<file path="config.mk">
export PLATFORM = sky130hd
export DESIGN_NAME = spi_master_cs_flat
export DESIGN_NICKNAME = d
export VERILOG_FILES = /design/src/rtl/spi_master_cs_if.sv /design/src/rtl/spi_master_cs.sv /design/src/flat_wrapper.sv
export SDC_FILE = /design/constraint.sdc
export NUM_CORES = 1
export LEC_CHECK = 0
export CORE_MARGIN = 4
export CORE_UTILIZATION = 53
export DETAILED_ROUTE_END_ITERATION = 6
export GPL_ROUTABILITY_DRIVEN = 0
export GPL_TIMING_DRIVEN = 0
export HOLD_SLACK_MARGIN = 0.03
export PLACE_DENSITY = 0.75
export SETUP_SLACK_MARGIN = 0.3
export SYNTH_ARGS = -nofsm -noshare
export SYNTH_HDL_FRONTEND = slang
export SYNTH_SLANG_ARGS = --single-unit
</file>
<file path="constraint.sdc">
create_clock -name w_SPI_Clk -period 2.3 [get_ports w_SPI_Clk]
set_input_delay 0.46 -clock w_SPI_Clk [delete_from_list [all_inputs] [get_ports w_SPI_Clk]]
set_output_delay 0.46 -clock w_SPI_Clk [all_outputs]
set_load 0.01 [all_outputs]
</file>
<file path="src/rtl/spi_master_cs_if.sv">
// rtl/spi_master_cs_if.sv - byte-side and serial-side signal bundle for spi_master_cs
//
// Purpose: groups the fabric byte handshake and the SPI pins of spi_master_cs.
// Signals:
//   i_TX_Count  byte count for the transaction (sampled on the first byte only)
//   i_TX_Byte   byte to send, MSb first
//   i_TX_DV     one-cycle transmit strobe, honoured only while o_TX_Ready=1
//   o_TX_Ready  master can take the next byte
//   o_RX_Count  0-based index of the received byte within the transaction
//   o_RX_DV     one-cycle pulse qualifying o_RX_Byte / o_RX_Count
//   o_RX_Byte   byte captured from MISO
//   o_SPI_Clk   SCLK
//   i_SPI_MISO  serial data from the slave
//   o_SPI_MOSI  serial data to the slave
//   o_SPI_CS_n  chip select, active low
// Modports: master = the SPI master block, slave = the fabric/peripheral side.
interface spi_master_cs_if #(
  parameter int MAX_BYTES_PER_CS = 2
);
  localparam int CW = $clog2(MAX_BYTES_PER_CS + 1);

  logic [CW-1:0] i_TX_Count;
  logic [7:0]    i_TX_Byte;
  logic          i_TX_DV;
  logic          o_TX_Ready;
  logic [CW-1:0] o_RX_Count;
  logic          o_RX_DV;
  logic [7:0]    o_RX_Byte;
  logic          o_SPI_Clk;
  logic          i_SPI_MISO;
  logic          o_SPI_MOSI;
  logic          o_SPI_CS_n;

  modport master (
    input  i_TX_Count, i_TX_Byte, i_TX_DV, i_SPI_MISO,
    output o_TX_Ready, o_RX_Count, o_RX_DV, o_RX_Byte,
           o_SPI_Clk, o_SPI_MOSI, o_SPI_CS_n
  );

  modport slave (
    output i_TX_Count, i_TX_Byte, i_TX_DV, i_SPI_MISO,
    input  o_TX_Ready, o_RX_Count, o_RX_DV, o_RX_Byte,
           o_SPI_Clk, o_SPI_MOSI, o_SPI_CS_n
  );
endinterface

</file>
<file path="src/rtl/spi_master_cs.sv">
// rtl/spi_master_cs.sv - SPI master with chip select held across multi-byte transactions
//
// Purpose: serialises fabric bytes onto MOSI, deserialises MISO, derives SCLK from
// w_SPI_Clk and keeps CS_n low for up to MAX_BYTES_PER_CS bytes per transaction.
// Ports:
//   w_SPI_Clk  system clock (only clock in the block)
//   i_Rst_L    asynchronous active-low reset
//   bus        spi_master_cs_if.master: byte handshake plus SPI pins
module spi_master_cs #(
  parameter int SPI_MODE          = 0,
  parameter int CLKS_PER_HALF_BIT = 2,
  parameter int MAX_BYTES_PER_CS  = 2,
  parameter int CS_INACTIVE_CLKS  = 1
) (
  input  logic             w_SPI_Clk,
  input  logic             i_Rst_L,
  spi_master_cs_if.master  bus
);
  localparam int CW = $clog2(MAX_BYTES_PER_CS + 1);
  localparam int KW = $clog2(CLKS_PER_HALF_BIT + 1);
  localparam int HW = $clog2(CS_INACTIVE_CLKS + 2);
  localparam logic CPOL = 1'(SPI_MODE / 2);
  localparam logic CPHA = 1'(SPI_MODE);
  // edge_cnt value (edge number minus one) of the eighth MISO sample
  localparam logic [3:0] LAST_SAMPLE = CPHA ? 4'd15 : 4'd14;

  typedef enum logic [1:0] {IDLE, XFER, WAIT_NEXT, CS_HOLD} state_t;
  state_t state_q, state_d;

  logic [KW-1:0] clk_cnt;
  logic [3:0]    edge_cnt;
  logic [HW-1:0] hold_cnt;
  logic [CW-1:0] byte_total, byte_idx, count_sat;
  logic [7:0]    tx_byte_q, rx_shift;
  logic [2:0]    bit_sel;
  logic          tx_ready_d;
  logic          accept, edge_tick, byte_end, last_byte, leading;
  logic          do_sample, do_shift, hold_done;

  always_comb begin
    accept    = bus.o_TX_Ready && bus.i_TX_DV && (state_q == IDLE || state_q == WAIT_NEXT);
    edge_tick = (state_q == XFER) && (clk_cnt == KW'(CLKS_PER_HALF_BIT - 1));
    byte_end  = edge_tick && (edge_cnt == 4'd15);
    last_byte = (byte_idx == byte_total - CW'(1));
    // edge_cnt holds the number of edges already issued, so even values are leading edges
    leading   = ~edge_cnt[0];
    do_sample = edge_tick && (leading ^ CPHA);
    // CPHA=0 has no MOSI update on the final trailing edge; the next byte loads bit7 on accept
    do_shift  = edge_tick && (leading == CPHA) && !(!CPHA && edge_cnt == 4'd15);
    bit_sel   = 3'd7 - edge_cnt[3:1] - {2'b00, ~CPHA};
    hold_done = (state_q == CS_HOLD) && (int'(hold_cnt) + 1 >= CS_INACTIVE_CLKS);

    if (bus.i_TX_Count == '0)
      count_sat = CW'(1);
    else if (bus.i_TX_Count > CW'(MAX_BYTES_PER_CS))
      count_sat = CW'(MAX_BYTES_PER_CS);
    else
      count_sat = bus.i_TX_Count;
  end

  always_comb begin
    state_d    = state_q;
    tx_ready_d = bus.o_TX_Ready;
    case (state_q)
      IDLE: begin
        tx_ready_d = 1'b1;
        if (accept) begin
          state_d    = XFER;
          tx_ready_d = 1'b0;
        end
      end
      XFER: begin
        if (byte_end) begin
          if (last_byte) begin
            state_d = CS_HOLD;
          end else begin
            state_d    = WAIT_NEXT;
            tx_ready_d = 1'b1;
          end
        end
      end
      WAIT_NEXT: begin
        if (accept) begin
          state_d    = XFER;
          tx_ready_d = 1'b0;
        end
      end
      CS_HOLD: begin
        if (hold_done) begin
          state_d    = IDLE;
          tx_ready_d = 1'b1;
        end
      end
      default: state_d = IDLE;
    endcase
  end

  always_ff @(posedge w_SPI_Clk or negedge i_Rst_L) begin
    if (!i_Rst_L) state_q <= IDLE;
    else          state_q <= state_d;
  end

  always_ff @(posedge w_SPI_Clk or negedge i_Rst_L) begin
    if (!i_Rst_L) begin
      bus.o_SPI_CS_n <= 1'b1;
      bus.o_SPI_Clk  <= CPOL;
      bus.o_SPI_MOSI <= 1'b0;
      bus.o_TX_Ready <= 1'b0;
      bus.o_RX_DV    <= 1'b0;
      bus.o_RX_Byte  <= 8'h00;
      bus.o_RX_Count <= '0;
      clk_cnt        <= '0;
      edge_cnt       <= 4'd0;
      hold_cnt       <= '0;
      byte_total     <= CW'(1);
      byte_idx       <= '0;
      tx_byte_q      <= 8'h00;
      rx_shift       <= 8'h00;
    end else begin
      bus.o_TX_Ready <= tx_ready_d;
      bus.o_RX_DV    <= 1'b0;

      if (accept) begin
        tx_byte_q      <= bus.i_TX_Byte;
        clk_cnt        <= '0;
        edge_cnt       <= 4'd0;
        bus.o_SPI_CS_n <= 1'b0;
        if (!CPHA) bus.o_SPI_MOSI <= bus.i_TX_Byte[7];
        if (state_q == IDLE) begin
          byte_total <= count_sat;
          byte_idx   <= '0;
        end
      end

      if (state_q == XFER) begin
        if (edge_tick) begin
          clk_cnt       <= '0;
          edge_cnt      <= edge_cnt + 4'd1;
          bus.o_SPI_Clk <= ~bus.o_SPI_Clk;
        end else begin
          clk_cnt <= clk_cnt + KW'(1);
        end
        if (do_shift) bus.o_SPI_MOSI <= tx_byte_q[bit_sel];
        if (do_sample) begin
          rx_shift <= {rx_shift[6:0], bus.i_SPI_MISO};
          if (edge_cnt == LAST_SAMPLE) begin
            bus.o_RX_DV    <= 1'b1;
            bus.o_RX_Byte  <= {rx_shift[6:0], bus.i_SPI_MISO};
            bus.o_RX_Count <= byte_idx;
          end
        end
        if (byte_end) begin
          if (last_byte) begin
            bus.o_SPI_CS_n <= 1'b1;
            hold_cnt       <= '0;
          end else begin
            byte_idx <= byte_idx + CW'(1);
          end
        end
      end

      if (state_q == CS_HOLD) hold_cnt <= hold_cnt + HW'(1);
    end
  end
endmodule

</file>
<file path="src/flat_wrapper.sv">
// flat-port wrapper written by rule: the top's interface ports become plain ports
module spi_master_cs_flat 
#(
  parameter int SPI_MODE          = 0,
  parameter int CLKS_PER_HALF_BIT = 2,
  parameter int MAX_BYTES_PER_CS  = 2,
  parameter int CS_INACTIVE_CLKS  = 1
)
  (w_SPI_Clk, i_Rst_L, bus_i_TX_Count, bus_i_TX_Byte, bus_i_TX_DV, bus_i_SPI_MISO, bus_o_TX_Ready, bus_o_RX_Count, bus_o_RX_DV, bus_o_RX_Byte, bus_o_SPI_Clk, bus_o_SPI_MOSI, bus_o_SPI_CS_n);
  spi_master_cs_if #(.MAX_BYTES_PER_CS(MAX_BYTES_PER_CS)) bus_i ();
  input  logic w_SPI_Clk;
  input  logic i_Rst_L;
  input wire logic [$bits(bus_i.i_TX_Count)-1:0] bus_i_TX_Count;
  input wire logic [$bits(bus_i.i_TX_Byte)-1:0] bus_i_TX_Byte;
  input wire logic [$bits(bus_i.i_TX_DV)-1:0] bus_i_TX_DV;
  input wire logic [$bits(bus_i.i_SPI_MISO)-1:0] bus_i_SPI_MISO;
  output wire logic [$bits(bus_i.o_TX_Ready)-1:0] bus_o_TX_Ready;
  output wire logic [$bits(bus_i.o_RX_Count)-1:0] bus_o_RX_Count;
  output wire logic [$bits(bus_i.o_RX_DV)-1:0] bus_o_RX_DV;
  output wire logic [$bits(bus_i.o_RX_Byte)-1:0] bus_o_RX_Byte;
  output wire logic [$bits(bus_i.o_SPI_Clk)-1:0] bus_o_SPI_Clk;
  output wire logic [$bits(bus_i.o_SPI_MOSI)-1:0] bus_o_SPI_MOSI;
  output wire logic [$bits(bus_i.o_SPI_CS_n)-1:0] bus_o_SPI_CS_n;
  assign bus_i.i_TX_Count = bus_i_TX_Count;
  assign bus_i.i_TX_Byte = bus_i_TX_Byte;
  assign bus_i.i_TX_DV = bus_i_TX_DV;
  assign bus_i.i_SPI_MISO = bus_i_SPI_MISO;
  assign bus_o_TX_Ready = bus_i.o_TX_Ready;
  assign bus_o_RX_Count = bus_i.o_RX_Count;
  assign bus_o_RX_DV = bus_i.o_RX_DV;
  assign bus_o_RX_Byte = bus_i.o_RX_Byte;
  assign bus_o_SPI_Clk = bus_i.o_SPI_Clk;
  assign bus_o_SPI_MOSI = bus_i.o_SPI_MOSI;
  assign bus_o_SPI_CS_n = bus_i.o_SPI_CS_n;
  spi_master_cs #(.SPI_MODE(SPI_MODE), .CLKS_PER_HALF_BIT(CLKS_PER_HALF_BIT), .MAX_BYTES_PER_CS(MAX_BYTES_PER_CS), .CS_INACTIVE_CLKS(CS_INACTIVE_CLKS)) u_core (.w_SPI_Clk(w_SPI_Clk), .i_Rst_L(i_Rst_L), .bus(bus_i));
endmodule
</file>
**After elaboration in Yosys (flattened, before gate mapping)**

Index checks and enable logic that the tools add are counted.

- Reduce and logical (&&, ||, !) cells: 24
- Equal/unequal tests: 12
- Magnitude comparators: 3
- Multiplexer cells: 40
- Bitwise logic cells: 2
- $add $sub $neg: 8

Operator list:

| cell | count |
|---|---|
| two-way mux 2 bit | 17 |
| greater-or-equal comparator 32 x 2 -> 1 bit, second input constant | 1 |
| two-way mux 1 bit | 17 |
| two-way mux 4 bit | 3 |
| AND reduction 3 bit | 3 |
| == test 4 bit, second input constant | 2 |
| logical AND 1 bit | 8 |
| inequality test 2 x 1 -> 1 bit, second input constant | 4 |
| nonzero test 2 bit | 4 |
| adder 2 x 1 -> 2 bit, second input constant | 3 |
| case mux 2 bit (3 select lines) | 1 |
| AND reduction 2 bit | 3 |
| adder 4 x 1 -> 4 bit, second input constant | 1 |
| == test 2 x 1 -> 1 bit, second input constant | 2 |
| == test 2 bit, second input constant | 2 |
| zero test 2 bit | 2 |
| less-than comparator 3 x 4 -> 1 bit, second input constant | 1 |
| case mux 1 bit (4 select lines) | 1 |
| AND reduction 4 bit | 1 |
| adder 2 x 1 -> 3 bit, second input constant | 1 |
| binary-select mux 1 bit (select 3 bit) | 1 |
| subtractor 3 x 1 -> 3 bit, second input constant | 1 |
| subtractor 3 bit, first input constant | 1 |
| == test 2 bit | 1 |
| other kinds (7) | 8 |

- Output and inout bits: 15
- Word-level logic and storage cells: 104
- Register bits after elaboration: 44

**Depth between registers and ports, before layout**

- Depth in word-level cells: 7
- Depth in mapped cells: 6

**Worst setup path before layout**

No wires, ideal clock.

- Path type: register -> register
- Start: reg u_core.state_q[1]
- End: reg u_core.bus.o_RX_Byte[0]
- Buffers on the path: 2
- Slack: 0.634 ns
- Arrival: 1.541 ns
- Setup time: 0.125 ns
- Stages on the path, launching flop included: 7
- Path through: dfrtp_1 > nand4bb_1 > buf_6 > nor2_8 > and4_4 > buf_12 > mux2_4

- Longest elaborated chain between the ends: 4

Ends and longest elaborated chain:

| item | line | RTL |
|---|---|---|
| start, declared | spi_master_cs.sv:28 | `state_t state_q, state_d;` |
| start signal, assigned | spi_master_cs.sv:100 | `else state_q <= state_d;` |
| == test 2 x 1 -> 1 bit (*) | spi_master_cs.sv:42, spi_master_cs.sv:135 |  |
| logical AND 1 bit | spi_master_cs.sv:42 | `edge_tick = (state_q == XFER) && (clk_cnt == KW'(CLKS_PER_HALF_BIT - 1));` |
| logical AND 1 bit | spi_master_cs.sv:47 | `do_sample = edge_tick && (leading ^ CPHA);` |
| AND reduction 3 bit (no source line) (*) | n/a |  |
| end signal, assigned | spi_master_cs.sv:148 | `bus.o_RX_Byte <= {rx_shift[6:0], bus.i_SPI_MISO};` |
| end, declared | spi_master_cs_if.sv:36 | `output o_TX_Ready, o_RX_Count, o_RX_DV, o_RX_Byte,` |

Mark *: on every way between the ends. The rest lies on a longest branch, timed or not.
A chain may end at the register's enable or synchronous reset.

**Final worst setup path**

- Start: reg u_core.bus.o_SPI_CS_n
- End: out bus_o_SPI_CS_n

RTL lines:

| item | line | RTL |
|---|---|---|
| start, declared | spi_master_cs_if.sv:37 | `o_SPI_Clk, o_SPI_MOSI, o_SPI_CS_n` |
| start signal, assigned | spi_master_cs.sv:105 | `bus.o_SPI_CS_n <= 1'b1;` |
| start signal, assigned | spi_master_cs.sv:127 | `bus.o_SPI_CS_n <= 1'b0;` |
| start signal, assigned | spi_master_cs.sv:154 | `bus.o_SPI_CS_n <= 1'b1;` |
| end, declared | flat_wrapper.sv:23 | `output wire logic [$bits(bus_i.o_SPI_CS_n)-1:0] bus_o_SPI_CS_n;` |

No word-level cell between the ends.

==> flow_metrics.tcl <==
set metrics [dict create \
    core-area_mm2 0.003661 \
    fin_crit_sh_pct 78.78 \
    grtUsageMet2_pct 25.00 \
    ant_nets 0 \
    fmax_ghz 0.5519 \
    synth_nets 181 \
    rsz0062_at_grt "no" \
    grt_pass1_vias 1405 \
    grt_use_met3_pct 4.928 \
    place_area_mm2 0.002359 \
    crit_family "flip-flops" \
    drc 0 \
    synth_top_area_share_pct 52.40 \
    vias_per_cell 5.453 \
    port_buffers 27 \
    top_usage_layer "met2" \
    cts_root_buf "clkbuf_8" \
    hold_violations 0 \
    antenna_cells 0 \
    cts_buffers 5 \
    die-area_mm2 0.004832 \
    reg2reg_slack_ns 0.50 \
    dieHeight_um 69.52 \
    fillCellCount 282 \
    cts.clk_slew.worst_paths_ns 0.08 \
    synth.area.top_cells "dfrtp_1 52%, mux2_4 6.7%, mux2_2 5.6%" \
    multi_input_area_um2 840.8 \
    drv_cap 0 \
    status "completed" \
    total_power_w 0.001303 \
    hold_path_class "in2async" \
    ys_seq_area_share_pct 55.02 \
    reg2reg_depth 6 \
    drtPass1Iterations 4 \
    regArea_mm2 0.001104 \
    netlist_area_mm2 0.002006 \
    synth-edff-count 0 \
    crit_path_end_kind "primary output" \
    synth.area.mux_share_pct 15.10 \
    clock_path_buffers 2 \
    fin_crit_ns 1.812 \
    synthTopCellsByCount "42 x dfrtp_1, 28 x nand2_1, 10 x mux2_2" \
    path_class "reg2out" \
    critPathBufInv 1 \
    worst-path-max-fanout 2 \
    cts_setup_buffers 0 \
    cts_tree "done" \
    cellPowerDensity_mw_per_mm2 532.2 \
    rows 22 \
    ir_worst_vdd_mv 0.3525 \
    wl_per_cell_um 13.34 \
    critPathSlowestCell "dfstp_2" \
    synth_top_family_by_area "multiplexers" \
    synth_seq_cells 44 \
    grt_pass1_wl_um 6175 \
    synth_xor_area_share_pct 2.183 \
    design_area_mm2 0.002449 \
    worst_pin_slew_ns 0.4739 \
    grt_start_max_net_pins 25 \
    relSlewSlack_pct 67.51 \
    clk_latency_ns 0.29 \
    area_growth_pct 22.08 \
    ctsHtreeMaxLevel 2 \
    clock_skew_ns 0.004774 \
    yosysUniqueCellTypes 37 \
    fin_tns_setup_ns 0 \
    drive_gt1_share_pct 19.80 \
    drtIter0Drc 60 \
    whs_ns 0.1323 \
    antenna_found_initial 0 \
    crit_arrival_ns 1.35 \
    r2r-start "u_core.state_q[1]" \
    synth_compound_area_share_pct 5.989 \
    setup_viol 0 \
    grt_use_met1_pct 19.68 \
    p_leak_nw 1.153 \
    overflow 0 \
    postCtsHoldBufs 0 \
    crit_chain "clkdlybuf4s50_1" \
    slowest_delay_ns 0.53 \
    clock-sinks 44 \
    critPathLaunchType "register" \
    die_w_um 69.52 \
    cts.repair.resized 0 \
    post-synth-top-area-cell "dfrtp_1" \
    synthAdderAreaFrac_pct 3.743 \
    synth-main-ff-cell "dfrtp_1" \
    vias 1336 \
    hpwl_um 2444 \
    pin_count 29 \
    synth_most_common_cell "dfrtp_1" \
    synth-simple-area-share_pct 14.91 \
    yosysWarnings 0 \
    async_flop_share_pct 100.0 \
    crit_required_ns 1.84 \
    fin_nets 216 \
    synthCells 161 \
    initial_core_util_pct 54.78 \
    slew_violations 0 \
    crit_path_start "u_core.bus.o_SPI_CS_n" \
    routed_wl_um 3268 \
    path_depth 1 \
    grt_util_all_layers_pct 15.72 \
    syn_area_per_cell_um2 12.46 \
]
## area by class of cell
type | instances | share of cell area [%]
Inverter | 6 | 0.9198
Buffer | 4 | 1.584
Timing Repair Buffer | 28 | 11.96
Clock buffer | 8 | 3.679
Tap cell | 48 | 2.453
Sequential cell | 44 | 45.07
Multi-Input combinational cell | 107 | 34.34
## kinds of logic (layout without fill, tap and decap cells)
| kind of cell | count (synthesis) | count (layout) |
|---|---|---|
| buf+inv | 10 | 46 |
| mux | 22 | 22 |
| flops | 44 | 44 |
| fa+ha+maj | 6 | 6 |
| simple gates | 56 | 56 |
| xor+xnor | 5 | 5 |
| compound gates | 18 | 18 |
## final timing paths
kind,endpoint
min in group w_SPI_Clk,u_core.bus.o_SPI_Clk
worst min-delay path,u_core.bus.o_RX_Count[1]
worst max-delay path,bus_o_SPI_CS_n
worst min register to register,u_core.bus.o_SPI_Clk
max in group asynchronous,u_core.tx_byte_q[2]
worst max register to register,u_core.bus.o_RX_Count[1]
## where the power goes
group          internal [W]  leakage, nW  switching, W
clock              0.000245       0.0455      0.000245
combinational     0.0000217        0.542     0.0000179
sequential         0.000773        0.566             0
total               0.00104         1.15      0.000263
## flip-flops by register name, indices dropped and copies added, names as in the netlist, 4 cells and up
signal	flops
u_core.bus.o_RX_Byte	8
u_core.edge_cnt	4
u_core.rx_shift	7
u_core.tx_byte_q	8
## metrics by stage
stage	utilization, %	cells	worst slack [ns]
global route	66.88	245	0.4044
CTS	66.88	245	0.4652
finish	66.88	245	0.4881
detailed placement	64.42	237	0.4425
floorplan	-	161	0.6342
global placement	63.81	236	-0.3283
## layer usage
| metal | vias up | share of wire [%] |
|---|---|---|
| met4 | 0 | 2.3 |
| met5 | - | 0 |
| met3 | 13 | 6.1 |
| met1 | 648 | 45 |
| li1 | 632 | - |
| met2 | 43 | 47 |
## cells in the final DEF, fill, tap and decap left out, types with 2 or more instances in the layout
cell             count
a22o_1               2
a31oi_1              3
clkbuf_1             4
clkbuf_8             6
clkdlybuf4s50_1     26
dfrtp_1             42
dfstp_2              2
ha_1                 6
inv_1                6
mux2_2              10
mux2_4               9
mux4_2               2
nand2_1             28
nand2b_1             3
nand3_1              7
nor2_1               6
o21ai_0              8
xnor2_1              3
xor2_1               2
Note: power is estimated with default switching activity, not from simulation.
